`src/rtl/cordic_rot_arbiter.sv`:
```
// Round-robin arbiter that time-shares one iterative rotation-CORDIC engine between NREQ
// requesters: operand capture, start sequencing, done-edge detection, result return, watchdog.
module cordic_rot_arbiter #(
   parameter int SIZE = 16,
   parameter int NREQ = 3,
   parameter int TMO  = 64
) (
   input  logic                 clk,
   input  logic                 rst_n,
   input  logic [NREQ-1:0]      req_i,
   input  logic [NREQ*SIZE-1:0] x_i,
   input  logic [NREQ*SIZE-1:0] y_i,
   input  logic [NREQ*SIZE-1:0] angle_i,
   output logic [NREQ-1:0]      ack_o,
   output logic [NREQ-1:0]      res_valid_o,
   output logic [SIZE-1:0]      x_o,
   output logic [SIZE-1:0]      y_o,
   output logic                 busy_o,
   output logic                 err_o,
   output logic                 eng_start_o,
   output logic [SIZE-1:0]      eng_x_o,
   output logic [SIZE-1:0]      eng_y_o,
   output logic [SIZE-1:0]      eng_angle_o,
   input  logic [SIZE-1:0]      eng_x_i,
   input  logic [SIZE-1:0]      eng_y_i,
   input  logic                 eng_done_i
);

   localparam int IDX_W = (NREQ > 1) ? $clog2(NREQ) : 1;
   localparam int WD_W  = (TMO > 1) ? $clog2(TMO) : 1;
   localparam logic [IDX_W-1:0] LAST_IDX = IDX_W'(NREQ - 1);
   localparam logic [IDX_W:0]   NREQ_W   = (IDX_W + 1)'(NREQ);
   localparam logic [WD_W-1:0]  WD_MAX   = WD_W'(TMO - 1);

   typedef enum logic [1:0] {
      S_IDLE,
      S_ISSUE,
      S_WAIT
   } state_t;

   state_t            state;
   logic [IDX_W-1:0]  gnt;
   logic [IDX_W-1:0]  rr_last;
   logic              done_q;
   logic [WD_W-1:0]   wd_cnt;

   logic [IDX_W-1:0]  gnt_nxt;
   logic [IDX_W:0]    cand;
   logic              found;
   logic [SIZE-1:0]   sel_x, sel_y, sel_angle;
   logic              done_rise;

   // Rotating-priority search starting just past the last winner, so a requester that was
   // just served ranks last among simultaneous requests.
   always_comb begin
      // NOTE: every variable gets a default before any conditional write so no latch is inferred.
      gnt_nxt   = rr_last;
      cand      = '0;
      found     = 1'b0;
      sel_x     = '0;
      sel_y     = '0;
      sel_angle = '0;
      for (int i = 1; i <= NREQ; i++) begin
         cand = {1'b0, rr_last} + (IDX_W + 1)'(i);
         if (cand >= NREQ_W) cand = cand - NREQ_W;
         if (!found && req_i[cand[IDX_W-1:0]]) begin
            found   = 1'b1;
            gnt_nxt = cand[IDX_W-1:0];
         end
      end
      for (int k = 0; k < NREQ; k++) begin
         if (gnt_nxt == IDX_W'(k)) begin
            sel_x     = x_i[k*SIZE +: SIZE];
            sel_y     = y_i[k*SIZE +: SIZE];
            sel_angle = angle_i[k*SIZE +: SIZE];
         end
      end
   end

   // Only a fresh rising edge completes an op, so a done level left over from the previous
   // operation cannot retire the next one.
   assign done_rise   = eng_done_i & ~done_q;
   assign busy_o      = (state != S_IDLE);
   assign eng_start_o = (state == S_ISSUE);

   always_ff @(posedge clk or negedge rst_n) begin
      if (!rst_n) begin
         state       <= S_IDLE;
         ack_o       <= '0;
         res_valid_o <= '0;
         x_o         <= '0;
         y_o         <= '0;
         err_o       <= 1'b0;
         eng_x_o     <= '0;
         eng_y_o     <= '0;
         eng_angle_o <= '0;
         gnt         <= '0;
         rr_last     <= LAST_IDX;
         done_q      <= 1'b0;
         wd_cnt      <= '0;
      end else begin
         // NOTE: non-blocking assignments throughout, so every branch sees pre-edge state.
         done_q      <= eng_done_i;
         ack_o       <= '0;
         res_valid_o <= '0;
         unique case (state)
            S_IDLE: begin
               if (found) begin
                  eng_x_o        <= sel_x;
                  eng_y_o        <= sel_y;
                  eng_angle_o    <= sel_angle;
                  ack_o[gnt_nxt] <= 1'b1;
                  gnt            <= gnt_nxt;
                  rr_last        <= gnt_nxt;
                  state          <= S_ISSUE;
               end
            end
            S_ISSUE: begin
               wd_cnt <= '0;
               state  <= S_WAIT;
            end
            S_WAIT: begin
               if (done_rise) begin
                  x_o              <= eng_x_i;
                  y_o              <= eng_y_i;
                  res_valid_o[gnt] <= 1'b1;
                  state            <= S_IDLE;
               end else if (wd_cnt == WD_MAX) begin
                  // Hung engine: return a zero result so the requester is never left waiting.
                  err_o            <= 1'b1;
                  x_o              <= '0;
                  y_o              <= '0;
                  res_valid_o[gnt] <= 1'b1;
                  state            <= S_IDLE;
               end else begin
                  wd_cnt <= wd_cnt + WD_W'(1);
               end
            end
            default: state <= S_IDLE;
         endcase
      end
   end

endmodule

```
`config.mk`:
```
export PLATFORM = sky130hd
export DESIGN_NAME = cordic_rot_arbiter
export DESIGN_NICKNAME = d
export VERILOG_FILES = /design/src/rtl/cordic_rot_arbiter.sv
export SDC_FILE = /design/constraint.sdc
export NUM_CORES = 1
export LEC_CHECK = 0
export CORE_MARGIN = 8
export CORE_UTILIZATION = 35
export CTS_BUF_LIST = sky130_fd_sc_hd__clkbuf_16
export DETAILED_ROUTE_END_ITERATION = 6
export HOLD_SLACK_MARGIN = 0.08
export PLACE_DENSITY = 0.73
export SLEW_MARGIN = 0
export SYNTH_ARGS = -nofsm -noshare
export SYNTH_HDL_FRONTEND = slang
export SYNTH_SLANG_ARGS = --single-unit
```
`constraint.sdc`:
```
create_clock -name clk -period 2.94 [get_ports clk]
set_input_delay 0.294 -clock clk [delete_from_list [all_inputs] [get_ports clk]]
set_output_delay 0.294 -clock clk [all_outputs]
set_load 0.02 [all_outputs]
```
# Yosys cells after proc, flatten, opt, wreduce, memory -nomap -nowiden
# Cells that the tools add are included.
# word_totals
out_inout_bits,89
register_bits,100
# op_classes
bitwise,3
n_addsub,7
reduce_logical,16
magnitude_cmp,10
n_eq_ne,9
mux,43
# op_table
op,count
$mux 16,12
$mux 2,9
$lt 2x3->1 const B,5
$mux 3,5
$mux 6,2
$pmux 6 s2,1
$ge 3x2->1 const B,3
$mux 1,8
$add 2x2->3 const B,2
$add 6x1->6 const B,1
$bmux 1 s2,3
$eq 6x6->1 const B,1
$ne 2x2->1 const B,3
$pmux 2 s3,1
$reduce_and 2->1,3
$reduce_and 3->1,2
$reduce_bool 2->1,3
$sub 2x2->2 const B,3
$demux 1 s2,2
$eq 2x1->1 const B,2
$eq 2x2->1 const B,2
$ge 2x1->1 const B,2
$logic_and 1x1->1,4
$logic_not 2->1,2
5 further kinds,7

# Depth between registers and ports, before layout
# Gate-level depths: netlist of the first run.
# depth
word_depth,18
ltp_mapped,13
ltp_nobuf,8

# Worst setup path after synthesis of the first run
# OpenSTA, ideal clock, no wires.
# synth_timing
path_kind,reg2reg
from,reg gnt[0] (netlist name)
to,reg eng_x_o[0]
n_path_buf,4
setup_time_ns,0.130
slack_ns,0.581
path_stages_with_launch,13
t_arrival_ns,2.229
period_less_slack_ns,2.359
path_cell_list,dfrtp_1 buf_2 inv_1 ha_1 buf_2 or3b_1 a32oi_1 a32oi_1 and2_4 buf_6 buf_6 nand3_2 nand4_1
# synth_rtl
item,line,source
to (signal assigned),109,eng_x_o <= sel_x;
to (decl),21,"output logic [SIZE-1:0] eng_x_o,"

# Worst setup path after layout of the first run
# layout_timing
from,reg rr_last[1]
to,reg eng_x_o[2]
# layout_via
elab_chain_cells,16
word_cells_on_any_way,35
classes_between,add/sub (6); order compare (3); eq/ne (2); mux (18); reduce/logical (6)
# layout_rtl
item,line,source
from (decl),43,logic [IDX_W-1:0] rr_last;
from (signal assigned),114,rr_last <= gnt_nxt;
$add 2x1->3,64,"cand = {1'b0, rr_last} + (IDX_W + 1)'(i);"
$ge 3x2->1 or $sub 2x2->2 (tied branches),65,if (cand >= NREQ_W) cand = cand - NREQ_W;
$mux 2,65,
$bmux 1 s2,66,if (!found && req_i[cand[IDX_W-1:0]]) begin
$mux 1 (implied by the code),66,
$mux 1,66,
$logic_not 1->1,66,
$logic_and 1x1->1,66,
$mux 1,66,
$logic_not 1->1,66,
$logic_and 1x1->1,66,
$mux 2,66,
$logic_not 2->1,72,if (gnt_nxt == IDX_W'(k)) begin
$mux 16 (3 in a row),72,
# Several ways; a longest one is shown, not always the timed one. The select of a mux whose other input is x is not followed.
# A chain may end at the register's enable or synchronous reset.

==> impl_summary.md, run 1 <==
Logic synthesis
When the netlist entered floorplanning its net count stood at 699. The average cell area after synthesis is ~10 µm². The count of synthesis-stage warnings from yosys is 0.

In this run, distinct cell masters in the synthesized netlist total 46. Counting instances in the post-synthesis netlist gives the leading cell types as nand3_1, dfrtp_1, nand2_1. In this run the biggest area consumer among cell types represents 48.8% of the synthesized area. In this run, synthesis produced a sequential element count of 99. The dominant cell type by area after synthesis is dfrtp_1. nand3_1 is the most common cell in the netlist. The synthesized design contains 0 enable-type register cells. Synthesis produced slightly above 500 cells. The share of the Yosys chip area taken by registers is 49.3%. The primary flip-flop cell chosen by synthesis mapping is dfrtp_1.

Ranked by total cell area, the synthesized netlist is headed by dfrtp_1, nand3_1, nand4_1. Of all flip-flops after synthesis, the portion carrying an async set or reset was 100%. Summing every instance area after synthesis gives 5030 µm².

Place
The number of buffers inserted by port buffering is between 200 and 300. The HPWL after detailed placement is approximately 14 mm. In this run, placement finished with an instance count of between 900 and 1,000. The weighted congestion reported at the end of routability-driven placement is ~0.85. In this run the cell area measured after placement is a little under 8000 µm².

Layout
0 antenna diodes ended up in the layout. Compared with the post-synthesis result, the final layout area differs by 63.1%. The net count of the finished layout is 949.

Cells with a size suffix above 1 make up around a tenth of the layout. The count of cells in the finished layout, fillers not included, comes to between 900 and 1,000. The number of filler cells placed in the layout is ~1,200. The final instance area is around 8200 µm².

Power and ir drop
Of the total power, combinational logic draws 63.3%. The share of total power dissipated in sequential elements is 25.1%. The switching power summed over all nets is 4.22 mW.

The cell leakage power is 3.35 nW. The power after layout is approximately 9 mW. The peak ir drop on the vdd network is ~650 µV. In this run the power density over the cells is around 1100 nW/µm². The proportion of total power due to net switching is a little under half. The internal power summed over all cells is around 5.0 mW. In this run, the clock network consumes a little under an eighth of the power.

STA
The headroom to the max-slew limit is 62.4%. Setup violations remaining at the end of the flow were counted as 0. The final clock skew is about 6.6 ps. The hold violation total from the final report is 0. The final total negative setup slack is 0 ps. For this run, the top clock speed supported by timing is 0.360 GHz. The post-route minimum period is between 2000 and 3000 ps. The slew at the pin with the worst max-slew slack is around 560 ps. Setup repair after global routing left no endpoint under its margin. The number of max-slew violations in the final report came to 0. The share of the cycle needed by the critical path after routing is 94.4%.

Die
The floorplan step defined a die boundary enclosing approximately 18,000 µm². The die is roughly 140 µm tall. The starting utilization of the core area is approximately a third. The number of standard-cell rows in the floorplan is 44.

After floorplanning, the core was sized to cover between 10,000 and 15,000 µm². From left edge to right edge, the die measures between 100 and 150 µm. The number of top-level pins is between 200 and 300.

Detailed routing
The routed via count divided by cell count is approximately 5.5. In the final routed layout, each cell accounts on average for 19.2 µm. The first TritonRoute pass finished after 7 iterations.

Detailed routing inserted a total of between 5,000 and 6,000 vias. The DRC marker count from the first detailed-route iteration is approximately 340. The number of antenna-violating nets in the routed design is 0. Wires add up to around 18 mm.

After detailed routing, the number of remaining DRC violations is 0.

Clocking
The number of clock sinks is a little under 100. TritonCTS built the clock tree. The maximum number of buffers from clock root to sink is 2. The clock-pin slew reported for the worst setup and hold paths after clock tree synthesis is roughly 60 ps. The tree is rooted in a clkbuf_16. The later pin in the worst-skew pair is clocked with a latency of 340 ps. The level count of the clock H-tree is 3. The total clock buffers created by CTS is 9.

Min path
The class of the tightest hold or removal check is in2async.

Global routing
The sum of overflow across all layers after global routing is 0. The first global-routing pass estimated around 28 mm of wire. The pin count of the biggest net entering global routing is between 60 and 70. The number of antenna violations at the first check in global routing is 0.

Global routing used roughly a fifth of the available tracks. The via count of the first global-routing pass is roughly 5,500.

Setup path
In this run the worst path has a maximum fanout of 43. The worst setup path is of the reg2reg kind. Data arrives at the worst endpoint at around 3000 ps. The required time of the critical path is about 3200 ps.

The worst setup path is captured at a flip-flop. The most critical setup path has its startpoint at rr_last[1]$_DFFE_PN1P_. The type of element launching the critical path is a flip-flop. The worst reg2reg path startpoint is rr_last[1]$_DFFE_PN1P_.

Run
The number of maximum-capacitance constraint violations is 0.

Run status
The flow ran to the end, and the final reports show no timing, DRC or antenna violations.
layout by cell type, fill, tap and decap left out, types with 2 or more instances in the layout:
master,count
dfrtp_1,98
a22o_1,32
o21ai_0,10
nand3_1,118
clkinvlp_4,3
a21o_1,3
o21ai_1,2
buf_12,7
clkbuf_16,9
inv_1,8
and2_1,2
nand4_1,50
nand2b_1,6
buf_4,9
ha_1,6
a21oi_1,2
nand2_1,57
nor2_1,5
clkdlybuf4s50_1,269
nor3_1,3
nand3_2,30
a32oi_1,2
and3_1,3
registers in the layout (all words and copies together) (netlist names), 3 cells and up:
signal / cells
x_o: 16
eng_angle_o: 16
wd_cnt: 6
res_valid_o: 3
eng_x_o: 16
y_o: 16
eng_y_o: 16
ack_o: 3
per-layer routing:
layer	vias to the layer above	GRT usage, %	part of all wire (%)
li1	2376	-	-
met1	2533	20.8	39
met2	229	32.9	49
met3	44	5.91	8.2
met4	0	9.15	3.5
met5	-	0	0
per-stage QoR:
| step | utilization (%) | setup WS (ps) | hold WS (ps) |
|---|---|---|---|
| 2_1_floorplan | - | 581 | -1.59 |
| 3_3_place_gp | 55.4 | 292 | 313 |
| 3_5_place_dp | 55.4 | 110 | 315 |
| 4_1_cts | 57.3 | 120 | 453 |
| 5_1_grt | 57.3 | 63.3 | 467 |
| 6_report | 57.3 | 164 | 468 |
layout make-up:
type,instances,area (µm²),area share [%]
well taps,184,230,2.81
multi-input cells,357,2300,28.0
clock inverters,6,35.0,0.427
clock buffers,9,225,2.75
repair buffers,286,2910,35.5
inverters,7,26.3,0.320
flip-flops and latches,99,2480,30.2
power groups by stage:
stage	Clock (mW)	Combinational (mW)	Sequential, mW
detailed placement	0	5.84	2.33
finish	1.06	5.82	2.31
floorplan	0	2.85	2.96
global route	1.15	6.24	2.38
CTS	1.10	5.87	2.31
global placement	0	5.72	2.30
kinds of logic (layout without fill, tap and decap cells):
| kind of cell | after synthesis | after routing | synth area share [%] |
|---|---|---|---|
| and+or+nand+nor | 283 | 283 | 31.7 |
| adders and majority gates | 7 | 7 | 1.74 |
| muxes | 3 | 3 | 0.721 |
| buffers and inverters | 54 | 308 | 5.92 |
| DFF | 99 | 99 | 49.3 |
| AOI/OAI and AO/OA | 64 | 64 | 10.6 |
worst paths after layout:
check	end	depth (start not counted)	slack [ps]
max	eng_x_o[2]$_DFFE_PN0P_	9	160
min	x_o[12]$_DFFE_PN0P_	2	470
max reg2reg	eng_x_o[2]$_DFFE_PN0P_	9	160
min reg2reg	err_o$_DFFE_PN0P_	1	470
max in group asynchronous	rr_last[1]$_DFFE_PN1P_	3	1720
min in group clk	err_o$_DFFE_PN0P_	1	470
worst max-delay path, cell delays in order (launching register included):
cell,delay (ps)
dfstp_2,560
inv_1,80
ha_2,460
mux2i_1,340
a2bb2oi_4,250
nand2_4,110
o211a_4,260
buf_4,270
nand3_1,150
nand4_1,110
what timing repair did:
action / in CTS / in global routing
buffers inserted: 0 / 0
endpoints found under the setup margin: 0 / 3
hold buffers: 1 / 0
resized for setup: 0 / 1
endpoints found under the hold margin: 39 / 0
Power figures use the tool's default switching activity.
==> inputs of run 2 (changes only) <==
--- a/config.mk
+++ b/config.mk
@@ -5,12 +5,14 @@
 export SDC_FILE = /design/constraint.sdc
 export NUM_CORES = 1
 export LEC_CHECK = 0
+export ABC_AREA = 1
+export CAP_MARGIN = 20
 export CORE_MARGIN = 8
-export CORE_UTILIZATION = 35
+export CORE_UTILIZATION = 43
 export CTS_BUF_LIST = sky130_fd_sc_hd__clkbuf_16
 export DETAILED_ROUTE_END_ITERATION = 6
 export HOLD_SLACK_MARGIN = 0.08
-export PLACE_DENSITY = 0.73
+export PLACE_DENSITY = 0.82
 export SLEW_MARGIN = 0
 export SYNTH_ARGS = -nofsm -noshare
 export SYNTH_HDL_FRONTEND = slang
==> impl_summary.md, run 2 <==
Setup path
The maximum net fanout on the critical path is 34. Data on the critical path arrives at its endpoint at ~2900 ps. The worst reg2reg path startpoint is rr_last[1]$_DFFE_PN1P_. The critical path in this run is classified as reg2reg. STA classifies the critical path endpoint as a flip-flop. The most critical setup path has its startpoint at rr_last[1]$_DFFE_PN1P_. STA classifies the critical path startpoint as a flip-flop.

Data on the critical path is required at its endpoint by 3190 ps.

Detailed routing
The count of unresolved DRC violations after routing is 0. The first detailed-routing pass ran for 5 iterations. The number of vias in the routed layout is about 6,600. The number of antenna-violating nets in the routed design is 0. After detailed routing, the average wire length per cell comes to 16.7 µm.

After detailed routing, the total wire length is approximately 22 mm. The DRC marker count from the first detailed-route iteration is between 400 and 500. Dividing the detail-routed via count by the number of cells gives between 5 and 6.

STA
The headroom to the max-slew limit is 61.0%. The highest clock frequency the design can meet is between 0.3 and 0.4 GHz. After routing, the total negative slack on setup checks comes to 0 ps. Of the available clock period, the critical path in the final layout requires around nine tenths. The slew at the pin with the worst max-slew slack is approximately 580 ps. The setup-violating endpoint count in the final report is 0.

The final clock skew is between 6 and 7 ps. Setup repair after global routing left no endpoint under its margin. The number of max-slew violations in the final report came to 0. For the finished layout, the period the worst path requires is ~2600 ps. The hold violation total from the final report is 0.

Power and ir drop
The power density of the placed cells is roughly 1300 nW/µm². The internal power summed over all cells is a little under 6 mW. In this run, the combinational gates consume 70.0% of the power.

Sequential cells account for 19.5% of the total power. IR analysis of the VDD net gives a maximum drop of between 900 and 1000 µV. Summed over all cells, the static leakage comes to 4.62 nW. The share of total power dissipated in the clock network is 10.4%.

Net switching is between 50% and 60% of the power. For this design the total switching power over the nets is 6.23 mW.

Die
Pin placement for this block handled between 200 and 300 I/O pins. The area of the core is about 14,000 µm². The die span in y is about 130 µm. The floorplan has 43 rows. The horizontal extent of the die is 134 µm. The starting utilization of the core area is a little over two fifths. The die covers 18,100 µm².

Logic synthesis
The count of mapped cells out of synthesis is roughly 860. Yosys mapped a number of flops with a built-in enable equal to 0. The average cell area after synthesis is about 7 µm². The commonest cells after synthesis are nand2_1, dfrtp_1, inv_1, nand4_1, nand3_1.

The distinct cell type count after synthesis is 29. The number of flip-flops and latches in the synthesized netlist is around 100. Summing every instance area after synthesis gives between 6000 and 7000 µm².

The primary flip-flop cell chosen by synthesis mapping is dfrtp_1. The async set-or-reset flop fraction in the synthesized netlist is 100%. The count of synthesis-stage warnings from yosys is 0. Sorting the synthesized cells by area gives the leading types as dfrtp_1, nand2_1, nand4_1.

After synthesis, flip-flops and latches occupy 41.1% of the total area. nand2_1 is the most common cell in the netlist. The top cell type's share of synthesized area is 40.6%. The dominant cell type by area after synthesis is dfrtp_1. When the netlist entered floorplanning its net count stood at about 1,100.

Global routing
Entering global routing, the biggest net connects 65 pins. The number of antenna violations at the first check in global routing came to 2. The via count of the first global-routing pass is about 6,500. The first-pass GRT wire length is about 34 mm.

The overall fraction of global-route tracks in use is between 20% and 30%. The sum of overflow across all layers after global routing is 0.

Place
At the end of routability-driven placement, the weighted congestion stood at around 0.88. The number of buffers inserted by port buffering is between 200 and 300. In this run, placement finished with an instance count of 1,268. The HPWL after detailed placement is roughly 15 mm.

Clocking
For the worst-skew pair, the clock arrives at the later sink with an insertion delay of between 300 and 400 ps. No sink is reached through more buffers than the 2 on the longest clock path. The clock-pin slew reported for the worst setup and hold paths after clock tree synthesis is 70 ps. The level count of the clock H-tree is 3.

Clock tree synthesis selected as its root buffer the cell clkbuf_16. The TritonCTS clock tree is built. The tree built by TritonCTS fans out to 99 sinks. The number of clock buffers added by TritonCTS is 9.

Layout
The filler cells instantiated in the layout total about 1,200. The top cell types in the final layout, fill and taps aside, are nand2_1, clkdlybuf4s50_1, dfrtp_1, inv_1, nand4_1. The area of all sequential standard cells is 2480 µm².

The net count of the finished layout is about 1,300. Summing all multi-input logic gate instances after layout gives ~2800 µm². The growth of design area from synthesis to finish is 51.8%. The commonest non-fill, non-tap cell in the layout is nand2_1. The number of cells in the finished layout apart from fillers is around 1,300. The ratio of cells with drive above 1 in the final layout is 5.79%.

Min path
The worst hold path begins at eng_done_i. The min-delay analysis places its worst path in the category in2reg.

Run status
The run finished with clean final reports.

Run
The number of maximum-capacitance constraint violations is 0.
run 2: logic make-up after synthesis:
| group | after synthesis | share of synthesized area (%) |
|---|---|---|
| buffers and inverters | 184 | 13.3 |
| DFF | 99 | 41.1 |
| and+or+nand+nor | 551 | 42.2 |
| AOI/OAI and AO/OA | 21 | 1.95 |
| adders and majority gates | 7 | 1.45 |
run 2: final timing paths:
| path | end | slack [ps] | cells past startpoint |
|---|---|---|---|
| max | eng_x_o[7]$_DFFE_PN0P_ | 310 | 16 |
| min | done_q$_DFF_PN0_ | 400 | 1 |
| max reg2reg | eng_x_o[7]$_DFFE_PN0P_ | 310 | 16 |
| min reg2reg | y_o[13]$_DFFE_PN0P_ | 470 | 2 |
| max in group asynchronous | rr_last[1]$_DFFE_PN1P_ | 1710 | 3 |
| min in group asynchronous | eng_angle_o[9]$_DFFE_PN0P_ | 450 | 2 |
run 2: what timing repair did:
action	4_1_cts	5_1_grt
buffers inserted	0	0
setup endpoints to repair	0	18
hold buffers	1	0
resized for setup	0	2
endpoints found under the hold margin	35	0
run 2: cell type report:
| class | instances | area share, % |
|---|---|---|
| Antenna cell | 2 | 0.0546 |
| Clock buffer | 9 | 2.46 |
| Clock inverter | 7 | 0.929 |
| Inverter | 124 | 5.13 |
| Multi-Input combinational cell | 579 | 30.1 |
| Sequential cell | 99 | 27.1 |
| Tap cell | 180 | 2.46 |
| Timing Repair Buffer | 287 | 31.8 |
run 2: power groups by stage:
| stage | Combinational [mW] | Sequential (mW) | Clock (mW) |
|---|---|---|---|
| after floorplan | 5.01 | 3.02 | 0 |
| after global placement | 8.36 | 2.34 | 0 |
| after detailed placement | 8.45 | 2.37 | 0 |
| after CTS | 8.49 | 2.36 | 1.28 |
| after global routing | 9.34 | 2.42 | 1.35 |
| final | 8.44 | 2.36 | 1.26 |
run 2: metrics by stage:
step,setup slack (ps),total power [mW],hold WS (ps),util [%],cell area [µm²]
4_1_cts,163,12.1,386,66.5,9160
3_5_place_dp,171,10.8,305,64.1,8830
5_1_grt,96.5,13.1,392,66.5,9160
6_report,306,12.1,405,66.5,9160
3_3_place_gp,241,10.7,295,64.1,8830
2_1_floorplan,741,8.03,-1.59,-,6030
run 2: metal layers:
metal,part of all wire (%),GRT usage (%),routed length [µm]
met1,41,29.1,8840
met2,45,36.5,9720
met3,11,8.25,2310
met4,3.2,11.5,687
met5,0,0,0
run 2: worst max-delay path, stage by stage (launching register included):
cell and delay [ps]:
dfstp_2 560, inv_1 70, ha_1 470, inv_4 80, nand2_2 70, nand3_2 90, nand2_4 120, nand2_4 70
inv_2 70, nand2_2 60, nand2_2 90, nand2_2 90, nand2_4 170, buf_12 220, nand3_1 120, nand2_1 90
nand2_1 50
==> inputs of run 3 (changes only) <==
--- a/config.mk
+++ b/config.mk
@@ -11,7 +11,6 @@
 export CORE_UTILIZATION = 43
 export CTS_BUF_LIST = sky130_fd_sc_hd__clkbuf_16
 export DETAILED_ROUTE_END_ITERATION = 6
-export HOLD_SLACK_MARGIN = 0.08
 export PLACE_DENSITY = 0.82
 export SLEW_MARGIN = 0
 export SYNTH_ARGS = -nofsm -noshare
==> results of run 3 <==
Same layout as run 2: the final DEF is identical, and so are final timing and power.
